## config.mk

```make
export PLATFORM = sky130hd
export DESIGN_NAME = ddr3_cmd_sequencer
export DESIGN_NICKNAME = d
export VERILOG_FILES = /design/src/rtl/ddr3_cmd_sequencer.sv
export SDC_FILE = /design/constraint.sdc
export NUM_CORES = 1
export LEC_CHECK = 0
export CAP_MARGIN = 15
export CELL_PAD_IN_SITES_DETAIL_PLACEMENT = 0
export CELL_PAD_IN_SITES_GLOBAL_PLACEMENT = 1
export CORE_MARGIN = 2
export CORE_UTILIZATION = 44
export CTS_CLUSTER_SIZE = 30
export DETAILED_ROUTE_END_ITERATION = 10
export PLACE_DENSITY = 0.92
export SKIP_CTS_REPAIR_TIMING = 1
export SYNTH_ARGS = -nofsm -noshare
export SYNTH_HDL_FRONTEND = slang
export SYNTH_SLANG_ARGS = --single-unit
export TNS_END_PERCENT = 5
```

## constraint.sdc

```tcl
create_clock -name clk -period 5.05 [get_ports clk]
set_clock_uncertainty 0.1 [all_clocks]
set_input_delay 1.01 -clock clk [delete_from_list [all_inputs] [get_ports clk]]
set_output_delay 1.01 -clock clk [all_outputs]
set_load 0.01 [all_outputs]
```

## src/rtl/ddr3_cmd_sequencer.sv

```systemverilog
// DDR3 x8 single-rank command sequencer: power-up/MRS/ZQ init, closed-page
// ACT + RD/WR auto-precharge accesses, and periodic all-bank refresh.
module ddr3_cmd_sequencer #(
  parameter int          ADDR_BITS = 14,
  parameter int          BA_BITS   = 3,
  parameter int          COL_BITS  = 10,
  parameter int          T_RSTL    = 16,
  parameter int          T_CKE     = 32,
  parameter int          T_XPR     = 20,
  parameter int          T_MRD     = 4,
  parameter int          T_MOD     = 12,
  parameter int          T_ZQINIT  = 64,
  parameter int          T_RCD     = 6,
  parameter int          T_RD_AP   = 10,
  parameter int          T_WR_AP   = 16,
  parameter int          T_RP      = 6,
  parameter int          T_RFC     = 44,
  parameter int          T_REFI    = 780,
  parameter logic [15:0] MR0       = 16'h0000,
  parameter logic [15:0] MR1       = 16'h0000,
  parameter logic [15:0] MR2       = 16'h0000,
  parameter logic [15:0] MR3       = 16'h0000
) (
  input  logic                 clk,
  input  logic                 rst,
  input  logic                 req_valid,
  output logic                 req_ready,
  input  logic                 req_we,
  input  logic [BA_BITS-1:0]   req_bank,
  input  logic [ADDR_BITS-1:0] req_row,
  input  logic [COL_BITS-1:0]  req_col,
  output logic                 rd_start,
  output logic                 wr_start,
  output logic                 init_done,
  output logic                 ddr_rst_n,
  output logic                 ddr_cke,
  output logic                 ddr_cs_n,
  output logic                 ddr_ras_n,
  output logic                 ddr_cas_n,
  output logic                 ddr_we_n,
  output logic [BA_BITS-1:0]   ddr_ba,
  output logic [ADDR_BITS-1:0] ddr_addr,
  output logic                 ddr_odt
);

  typedef enum logic [3:0] {
    S_RST_HOLD,
    S_CKE_WAIT,
    S_W_MRS2,
    S_W_MRS3,
    S_W_MRS1,
    S_W_MRS0,
    S_W_ZQCL,
    S_W_INIT,
    S_IDLE,
    S_ACT,
    S_W_COL,
    S_W_REF,
    S_W_IDLE
  } state_t;

  localparam logic [3:0] C_DES = 4'b1111;
  localparam logic [3:0] C_NOP = 4'b0111;
  localparam logic [3:0] C_MRS = 4'b0000;
  localparam logic [3:0] C_REF = 4'b0001;
  localparam logic [3:0] C_PRE = 4'b0010;
  localparam logic [3:0] C_ACT = 4'b0011;
  localparam logic [3:0] C_WR  = 4'b0100;
  localparam logic [3:0] C_RD  = 4'b0101;
  localparam logic [3:0] C_ZQ  = 4'b0110;

  localparam logic [ADDR_BITS-1:0] L_A10 = ADDR_BITS'(32'd1 << 10);

  state_t                 r_state;
  logic [15:0]            r_cnt;
  logic [15:0]            r_refi;
  logic                   r_ref_pend;
  logic                   r_init_done;
  logic                   r_rst_n;
  logic                   r_cke;
  logic [3:0]             r_cmd;
  logic [BA_BITS-1:0]     r_ba;
  logic [ADDR_BITS-1:0]   r_addr;
  logic                   r_odt;
  logic                   r_rd_start;
  logic                   r_wr_start;
  logic                   r_we;
  logic [BA_BITS-1:0]     r_bank;
  logic [ADDR_BITS-1:0]   r_row;
  logic [COL_BITS-1:0]    r_col;

  logic                   w_go;
  logic [ADDR_BITS-1:0]   w_col_addr;

  assign w_go = (r_cnt == '0);

  always_comb begin
    w_col_addr = L_A10;
    w_col_addr[COL_BITS-1:0] = r_col;
  end

  assign req_ready = (r_state == S_IDLE) && r_init_done && !r_ref_pend;

  assign rd_start  = r_rd_start;
  assign wr_start  = r_wr_start;
  assign init_done = r_init_done;
  assign ddr_rst_n = r_rst_n;
  assign ddr_cke   = r_cke;
  assign ddr_cs_n  = r_cmd[3];
  assign ddr_ras_n = r_cmd[2];
  assign ddr_cas_n = r_cmd[1];
  assign ddr_we_n  = r_cmd[0];
  assign ddr_ba    = r_ba;
  assign ddr_addr  = r_addr;
  assign ddr_odt   = r_odt;

  always_ff @(posedge clk) begin
    if (rst) begin
      r_state     <= S_RST_HOLD;
      r_cnt       <= 16'(T_RSTL - 1);
      r_refi      <= '0;
      r_ref_pend  <= 1'b0;
      r_init_done <= 1'b0;
      r_rst_n     <= 1'b0;
      r_cke       <= 1'b0;
      r_cmd       <= C_DES;
      r_ba        <= '0;
      r_addr      <= '0;
      r_odt       <= 1'b0;
      r_rd_start  <= 1'b0;
      r_wr_start  <= 1'b0;
      r_we        <= 1'b0;
      r_bank      <= '0;
      r_row       <= '0;
      r_col       <= '0;
    end else begin
      r_cmd      <= r_cke ? C_NOP : C_DES;
      r_odt      <= 1'b0;
      r_rd_start <= 1'b0;
      r_wr_start <= 1'b0;
      if (!w_go) r_cnt <= r_cnt - 16'd1;

      unique case (r_state)
        S_RST_HOLD: if (w_go) begin
          r_rst_n <= 1'b1;
          r_cnt   <= 16'(T_CKE - 1);
          r_state <= S_CKE_WAIT;
        end
        S_CKE_WAIT: if (w_go) begin
          r_cke   <= 1'b1;
          r_cmd   <= C_NOP;
          r_cnt   <= 16'(T_XPR - 1);
          r_state <= S_W_MRS2;
        end
        S_W_MRS2: if (w_go) begin
          r_cmd   <= C_MRS;
          r_ba    <= BA_BITS'(2);
          r_addr  <= MR2[ADDR_BITS-1:0];
          r_cnt   <= 16'(T_MRD - 1);
          r_state <= S_W_MRS3;
        end
        S_W_MRS3: if (w_go) begin
          r_cmd   <= C_MRS;
          r_ba    <= BA_BITS'(3);
          r_addr  <= MR3[ADDR_BITS-1:0];
          r_cnt   <= 16'(T_MRD - 1);
          r_state <= S_W_MRS1;
        end
        S_W_MRS1: if (w_go) begin
          r_cmd   <= C_MRS;
          r_ba    <= BA_BITS'(1);
          r_addr  <= MR1[ADDR_BITS-1:0];
          r_cnt   <= 16'(T_MRD - 1);
          r_state <= S_W_MRS0;
        end
        S_W_MRS0: if (w_go) begin
          r_cmd   <= C_MRS;
          r_ba    <= '0;
          r_addr  <= MR0[ADDR_BITS-1:0];
          r_cnt   <= 16'(T_MOD - 1);
          r_state <= S_W_ZQCL;
        end
        S_W_ZQCL: if (w_go) begin
          r_cmd   <= C_ZQ;
          r_addr  <= L_A10;
          r_cnt   <= 16'(T_ZQINIT - 1);
          r_state <= S_W_INIT;
        end
        S_W_INIT: if (w_go) begin
          r_init_done <= 1'b1;
          r_refi      <= 16'(T_REFI - 1);
          r_state     <= S_IDLE;
        end
        S_IDLE: begin
          if (r_ref_pend) begin
            r_cmd   <= C_PRE;
            r_addr  <= L_A10;
            r_cnt   <= 16'(T_RP - 1);
            r_state <= S_W_REF;
          end else if (req_valid) begin
            r_we    <= req_we;
            r_bank  <= req_bank;
            r_row   <= req_row;
            r_col   <= req_col;
            r_state <= S_ACT;
          end
        end
        S_ACT: begin
          r_cmd   <= C_ACT;
          r_ba    <= r_bank;
          r_addr  <= r_row;
          r_cnt   <= 16'(T_RCD - 1);
          r_state <= S_W_COL;
        end
        S_W_COL: if (w_go) begin
          r_cmd      <= r_we ? C_WR : C_RD;
          r_ba       <= r_bank;
          r_addr     <= w_col_addr;
          r_rd_start <= !r_we;
          r_wr_start <= r_we;
          r_cnt      <= r_we ? 16'(T_WR_AP - 1) : 16'(T_RD_AP - 1);
          r_state    <= S_W_IDLE;
        end
        S_W_REF: if (w_go) begin
          r_cmd      <= C_REF;
          r_ref_pend <= 1'b0;
          r_cnt      <= 16'(T_RFC - 1);
          r_state    <= S_W_IDLE;
        end
        S_W_IDLE: if (w_go) begin
          r_state <= S_IDLE;
        end
        default: r_state <= S_RST_HOLD;
      endcase

      // placed after the FSM so an expiry on the REF edge keeps ref_pend set
      if (r_init_done) begin
        if (r_refi == '0) begin
          r_refi     <= 16'(T_REFI - 1);
          r_ref_pend <= 1'b1;
        end else begin
          r_refi <= r_refi - 16'd1;
        end
      end
    end
  end

endmodule
```

==> reports/summary.txt, run 1 <==
Status = finished, final reports clean
DP Worst Slack = 2230 ps
Worst hold path stage count = 2
Drt wl/cell = 14.7 um
Most frequent cells in the layout = dfxtp_1 (91), nand2_1 (85), clkdlybuf4s50_1 (56), a21oi_1 (55), nor2_1 (55)
Synth Register Bits = 91
# IOs = 59
Endpoints failing setup = 0
Pwr dens = 250 nW/um2
Number of global-route vias before repair = 3749
CTS Sinks = 91
P_leak = 1.84 nW
Crit Path Class = reg -> out
RR Startpoint = r_state[0]$_SDFFE_PP0P_
Detail Route Antenna Nets = 0
Vias/cell = 5.59
Num CTS Buffers = 9
Synthesized area = 4400 um2
Worst EP required = 3940 ps
Die W = 104 um
DP HPWL = 7180 um
Die height = 104 um
CP max FO = 25
Setup crit start kind = flop
Worst-Skew Late Latency = 380 ps
Row Count = 36
Clk root buf = clkbuf_8
Cell taking the most area after synthesis = dfxtp_1
Slew Viols, Final = 0
Most common cell after layout, fill and taps aside = dfxtp_1
Total core area = 9730 um2
FF-to-FF End = r_row[8]$_SDFFE_PP0P_
Post-Syn Instances = 550
Initial drt markers = 305
Placer congestion estimate = 0.893
Max-cap check violation count = 0
Clock Tree Buf Depth = 2
Area fraction of the dominant cell type after synthesis = 0.414
RSZ-0062 raised after global routing = false
DR vias = 4061
Crit path DAT = 2140 ps
GR Util All Layers = 0.202
Antenna violations before repair = 0
Layout cells sized above 1 = 0.0742
R2R setup slack = 2540 ps
Hold endpoint = r_row[1]$_SDFFE_PP0P_
Post-Route WL = 10700 um
Fin Setup TNS = 0 ps
Initial core utilization = 0.453
Largest net degree at the start of global routing = 61
Mean Syn Cell Area = 8.01 um2
Die area = 10800 um2
CTS tree = done
Slew @ Worst Pin = 1060 ps
Total gr overflow = 0
Max Clock Freq = 308 MHz
Final Hold Viols = 0
YS warnings = 0
DRT Pass-1 Iters = 5
VDD IR max = 0.156 mV
Final worst slack = 1800 ps
CTS HTree Levels = 3
Fill cells = 954
Hold Path Origin = r_row[1]$_SDFFE_PP0P_
Fin crit share = 0.643
Crit end category = output pin
Layout area overhead = 18.5%
First-pass GRT wire length = 18200 um
Hold crit path type = reg -> reg
Top FF cell, synth = dfxtp_1
# port buffers = 57
Synth cell types = 68
N_diodes = 0
Post-Syn Nets = 586
Register-to-Register Path Depth = 5
Sequential area share after synthesis = 0.414
Minimum clock period = 3250 ps
Synth top area cells = dfxtp_1 (41%), nand2_1 (7.2%), a21oi_1 (6.3%)
Number of remaining DRC errors = 0
Max transition margin = 0.294
Async SR Flop Fraction = 0
Layout net count = 624
Clk slew on worst S/H paths = 90 ps
Post-synth EDFFs = 0
power by group:
group,internal [W],switching (W)
registers,0.000719,0.00000313
logic,0.0000268,0.0000216
clock network,0.000242,0.000291
total,0.000988,0.000316
synth_stat cells, drive strengths merged, types with 2 or more instances:
master and count:
a211oi 5, a21boi 2, a21o 7, a21oi 59, a221oi 13, a22o 2
a22oi 5, a31oi 2, and2 6, and3 9, buf 18, clkbuf 16
dfxtp 91, ha 5, inv 10, nand2 85, nand2b 11, nand3 16
nand3b 3, nand4 7, nor2 55, nor2b 7, nor3 27, nor3b 2
nor4 10, o211ai 5, o21a 2, o21ai 20, o22ai 3, o311ai 2
o31ai 2, or2 2, or3 9, or4 3, xnor2 3, xor2 9
worst max-delay path: stages, from the launching register on:
cell and delay, ps:
dfxtp_1 750, and2b_1 330, and3_1 220, clkdlybuf4s50_1 470
layout make-up:
type                    count  area, um2  area share
clock buffers               9        124      0.0237
clock inverters             7       93.8      0.0180
flip-flops and latches     91       1820       0.349
well taps                 133        166      0.0319
multi-input cells         415       2380       0.456
inverters                  10       40.0     0.00767
repair buffers             61        596       0.114
cells by family (layout without fill, tap and decap cells):
family / after synthesis / after routing / synth area share
muxes: 2 / 2 / 0.00483
AOI/OAI and AO/OA: 138 / 138 / 0.205
and+or+nand+nor: 257 / 257 / 0.291
adders and majority gates: 5 / 5 / 0.0142
buffers and inverters: 44 / 87 / 0.0466
xor gates and xnor gates: 12 / 12 / 0.0239
DFF: 91 / 91 / 0.414
other: 1 / 1 / 0.000851
sequential cells by signal, indices dropped and copies added (netlist names), 3 cells and up:
name,cells
ddr_addr,14
r_col,10
r_bank,3
r_refi,16
r_state,4
r_row,14
ddr_ba,3
r_cnt,16
r_cmd,4
stage by stage:
stage | total power, W | cell area [um2] | utilization | hold WS (ps) | cells
2_1_floorplan | 0.000759 | 4400 | - | 336 | 550
3_3_place_gp | 0.000787 | 5000 | 0.514 | 343 | 710
3_5_place_dp | 0.000787 | 5000 | 0.514 | 349 | 710
4_1_cts | 0.00132 | 5220 | 0.536 | 363 | 726
5_1_grt | 0.00135 | 5220 | 0.536 | 371 | 726
6_report | 0.00130 | 5220 | 0.536 | 360 | 726
routing by layer:
metal  global-route usage  vias to the layer above  share of wire
met5                    0                        -              0
met4               0.0512                        0          0.014
met3               0.0583                       16          0.073
met2                0.317                      127           0.44
met1                0.274                     1888           0.47
li1                     -                     2030              -
worst max path at each step:
| stage | depth (start not counted) | start | endpoint |
|---|---|---|---|
| after floorplan | 3 | r_state[2]$_SDFFE_PP0P_ | req_ready |
| after global placement | 3 | r_state[0]$_SDFFE_PP0P_ | req_ready |
| after detailed placement | 4 | req_valid | r_row[8]$_SDFFE_PP0P_ |
| after CTS | 3 | r_state[2]$_SDFFE_PP0P_ | req_ready |
| after global routing | 3 | r_state[2]$_SDFFE_PP0P_ | req_ready |
| final | 3 | r_state[2]$_SDFFE_PP0P_ | req_ready |
Note: power is estimated with default switching activity, not from simulation.
==> run 2, diff against run 1 <==
CORE_UTILIZATION = 37   (was 44)
PLACE_DENSITY = 0.83   (was 0.92)
clock period = 2.8 ns   (was 5.05 ns; I/O delays follow)
==> run 2 against run 1 <==
  * Core utilization decreased by 7.0 points
  * Clock-buffer cell count increased by 1
  * Global-route usage decreased by 2.6 points
  * Cell area increased by 2.9%
  * Hold slack got worse by 5.6 ps
  * Non-clock buffer count increased by 9
  * Sequential share of layout area decreased by 0.97 points
  * Total power increased by 96%
  * Wire length increased by 3.7%
  * Die area increased by 18%
  * Final cell count increased by 2.6%
  * Sequential cell count unchanged
==> reports/summary.txt, run 2 (synthesis gave the netlist of run 1 again) <==
Number of remaining DRC errors = 0 (unchanged)
Max Clock Freq = 389 MHz
Post-Route WL = 11100 um (was 10700 um)
Biggest regs = r_cnt (16), r_refi (16) (unchanged)
Hold crit path type = reg -> reg (unchanged)
Final Hold Viols = 0 (unchanged)
Design Area, Final = 5370 um2 (was 5220 um2)
R2R setup slack = 570 ps (was 2540 ps)
# port buffers = 57 (unchanged)
Layout net count = 633 (was 624)
Worst-Skew Late Latency = 340 ps (was 380 ps)
CP max stage cell = clkdlybuf4s50_1 (was dfxtp_1)
Slew @ Worst Pin = 891 ps (was 1060 ps)
Most common cell after layout, fill and taps aside = dfxtp_1 (unchanged)
Minimum clock period = 2570 ps
GR Util All Layers = 0.176 (was 0.202)
Max-cap check violation count = 0 (unchanged)
Worst path cell trace = nor3_1 > and3_1 > clkdlybuf4s50_1 (was and2b_1 > and3_1 > clkdlybuf4s50_1)
Worst path max stage delay = 540 ps (was 750 ps)
Initial drt markers = 223 (was 305)
Crit Path Class = reg -> out (unchanged)
Number of global-route vias before repair = 3924 (was 3749)
Clock Tree Buf Depth = 2 (unchanged)
VDD IR max = 0.212 mV (was 0.156 mV)
DP HPWL = 7770 um (was 7180 um)
RSZ-0062 raised after global routing = false (unchanged)
Clk slew on worst S/H paths = 70 ps (was 90 ps)
Antenna violations before repair = 0 (unchanged)
Die area = 12800 um2 (was 10800 um2)
Layout cells sized above 1 = 0.0880 (was 0.0742)
Row Count = 39 (was 36)
CTS tree = done (unchanged)
Initial core utilization = 0.382 (was 0.453)
Detail Route Antenna Nets = 0 (unchanged)
Pwr dens = 476 nW/um2 (was 250 nW/um2)
DRT Pass-1 Iters = 4 (was 5)
Largest net degree at the start of global routing = 50 (was 61)
Slew Viols, Final = 0 (unchanged)
Worst EP required = 2140 ps (was 3940 ps)
Vias/cell = 5.37 (was 5.59)
Status = finished, final reports clean (unchanged)
Max transition margin = 0.404 (was 0.294)
Die W = 113 um (was 104 um)
First-pass GRT wire length = 18600 um (was 18200 um)
Endpoints failing setup = 0 (unchanged)
Fin crit share = 0.918
CP max FO = 17 (was 25)
CTS HTree Levels = 3 (unchanged)
DR vias = 4004 (was 4061)
Crit path DAT = 1910 ps (was 2140 ps)
Drt wl/cell = 14.9 um (was 14.7 um)
Setup crit start kind = flop (unchanged)
CTS Sinks = 91 (unchanged)
Total gr overflow = 0 (unchanged)
Clk root buf = clkbuf_16 (was clkbuf_8)
Fin Setup TNS = 0 ps (unchanged)
N_diodes = 0 (unchanged)
Num CTS Buffers = 9 (unchanged)
Placer congestion estimate = 0.872 (was 0.893)
Total core area = 11500 um2 (was 9730 um2)
Crit end category = output pin (unchanged)
Layout area overhead = 21.9% (was 18.5%)
# IOs = 59 (unchanged)
P_leak = 1.92 nW (was 1.84 nW)
Most frequent cells in the layout = dfxtp_1 (91), nand2_1 (85), clkdlybuf4s50_1 (56), a21oi_1 (55), nor2_1 (55) (unchanged)
Post-placement cell area = 5080 um2 (was 5000 um2)
Die height = 113 um (was 104 um)
==> run 2: cell count changes in the layout (fill, tap and decap cells not counted), sizes merged <==
cell,change
clkbuf,+1
clkinv,+1
inv,-1
buf,+9
bufinv,-1
==> run 2: power by group <==
| group | internal, W | switching [W] | leakage, nW |
|---|---|---|---|
| Combinational | 0.0000502 | 0.0000393 | 1.05 |
| Sequential | 0.00130 | 0.00000495 | 0.733 |
| Clock | 0.000634 | 0.000531 | 0.139 |
| Total | 0.00198 | 0.000575 | 1.92 |
==> run 2: layer usage <==
layer  global-route usage  part of all wire  vias up
met2                0.292              0.47       86
met5                    0                 0        -
li1                     -                 -     2047
met4               0.0545             0.012        0
met3               0.0359             0.046       13
met1                0.232              0.47     1858
==> run 2: worst paths after layout <==
| path | startpoint | cells past startpoint | endpoint |
|---|---|---|---|
| worst min-delay path | ddr_rst_n$_SDFFE_PP0P_ | 2 | ddr_rst_n$_SDFFE_PP0P_ |
| worst min register to register | ddr_rst_n$_SDFFE_PP0P_ | 2 | ddr_rst_n$_SDFFE_PP0P_ |
| worst max register to register | r_refi[12]$_SDFFE_PP0P_ | 5 | r_refi[5]$_SDFFE_PP0P_ |
| worst max-delay path | r_state[1]$_SDFFE_PP0P_ | 3 | req_ready |
==> run 2: layout make-up <==
type / count / area (um2)
well taps: 143 / 179
clock inverters: 6 / 47.5
flip-flops and latches: 91 / 1820
inverters: 10 / 40.0
repair buffers: 70 / 663
fillers: 1157 / 6150
multi-input cells: 415 / 2380
clock buffers: 10 / 239
==> run 2: critical path, delay by kind of cell, from the launching register on <==
family,cells,cell delay (ps)
DFF,1,470
and+or+nand+nor,2,560
buffers and inverters,1,540
==> run 2: per-stage QoR <==
step | util | setup WS, ps | hold WS [ps] | power (W) | std cells
2_1_floorplan | - | 864 | 336 | 0.00137 | 550
3_3_place_gp | 0.441 | 633 | 345 | 0.00142 | 729
3_5_place_dp | 0.441 | 580 | 347 | 0.00142 | 729
4_1_cts | 0.466 | 210 | 357 | 0.00258 | 745
5_1_grt | 0.466 | 143 | 377 | 0.00264 | 745
6_report | 0.466 | 229 | 355 | 0.00256 | 745
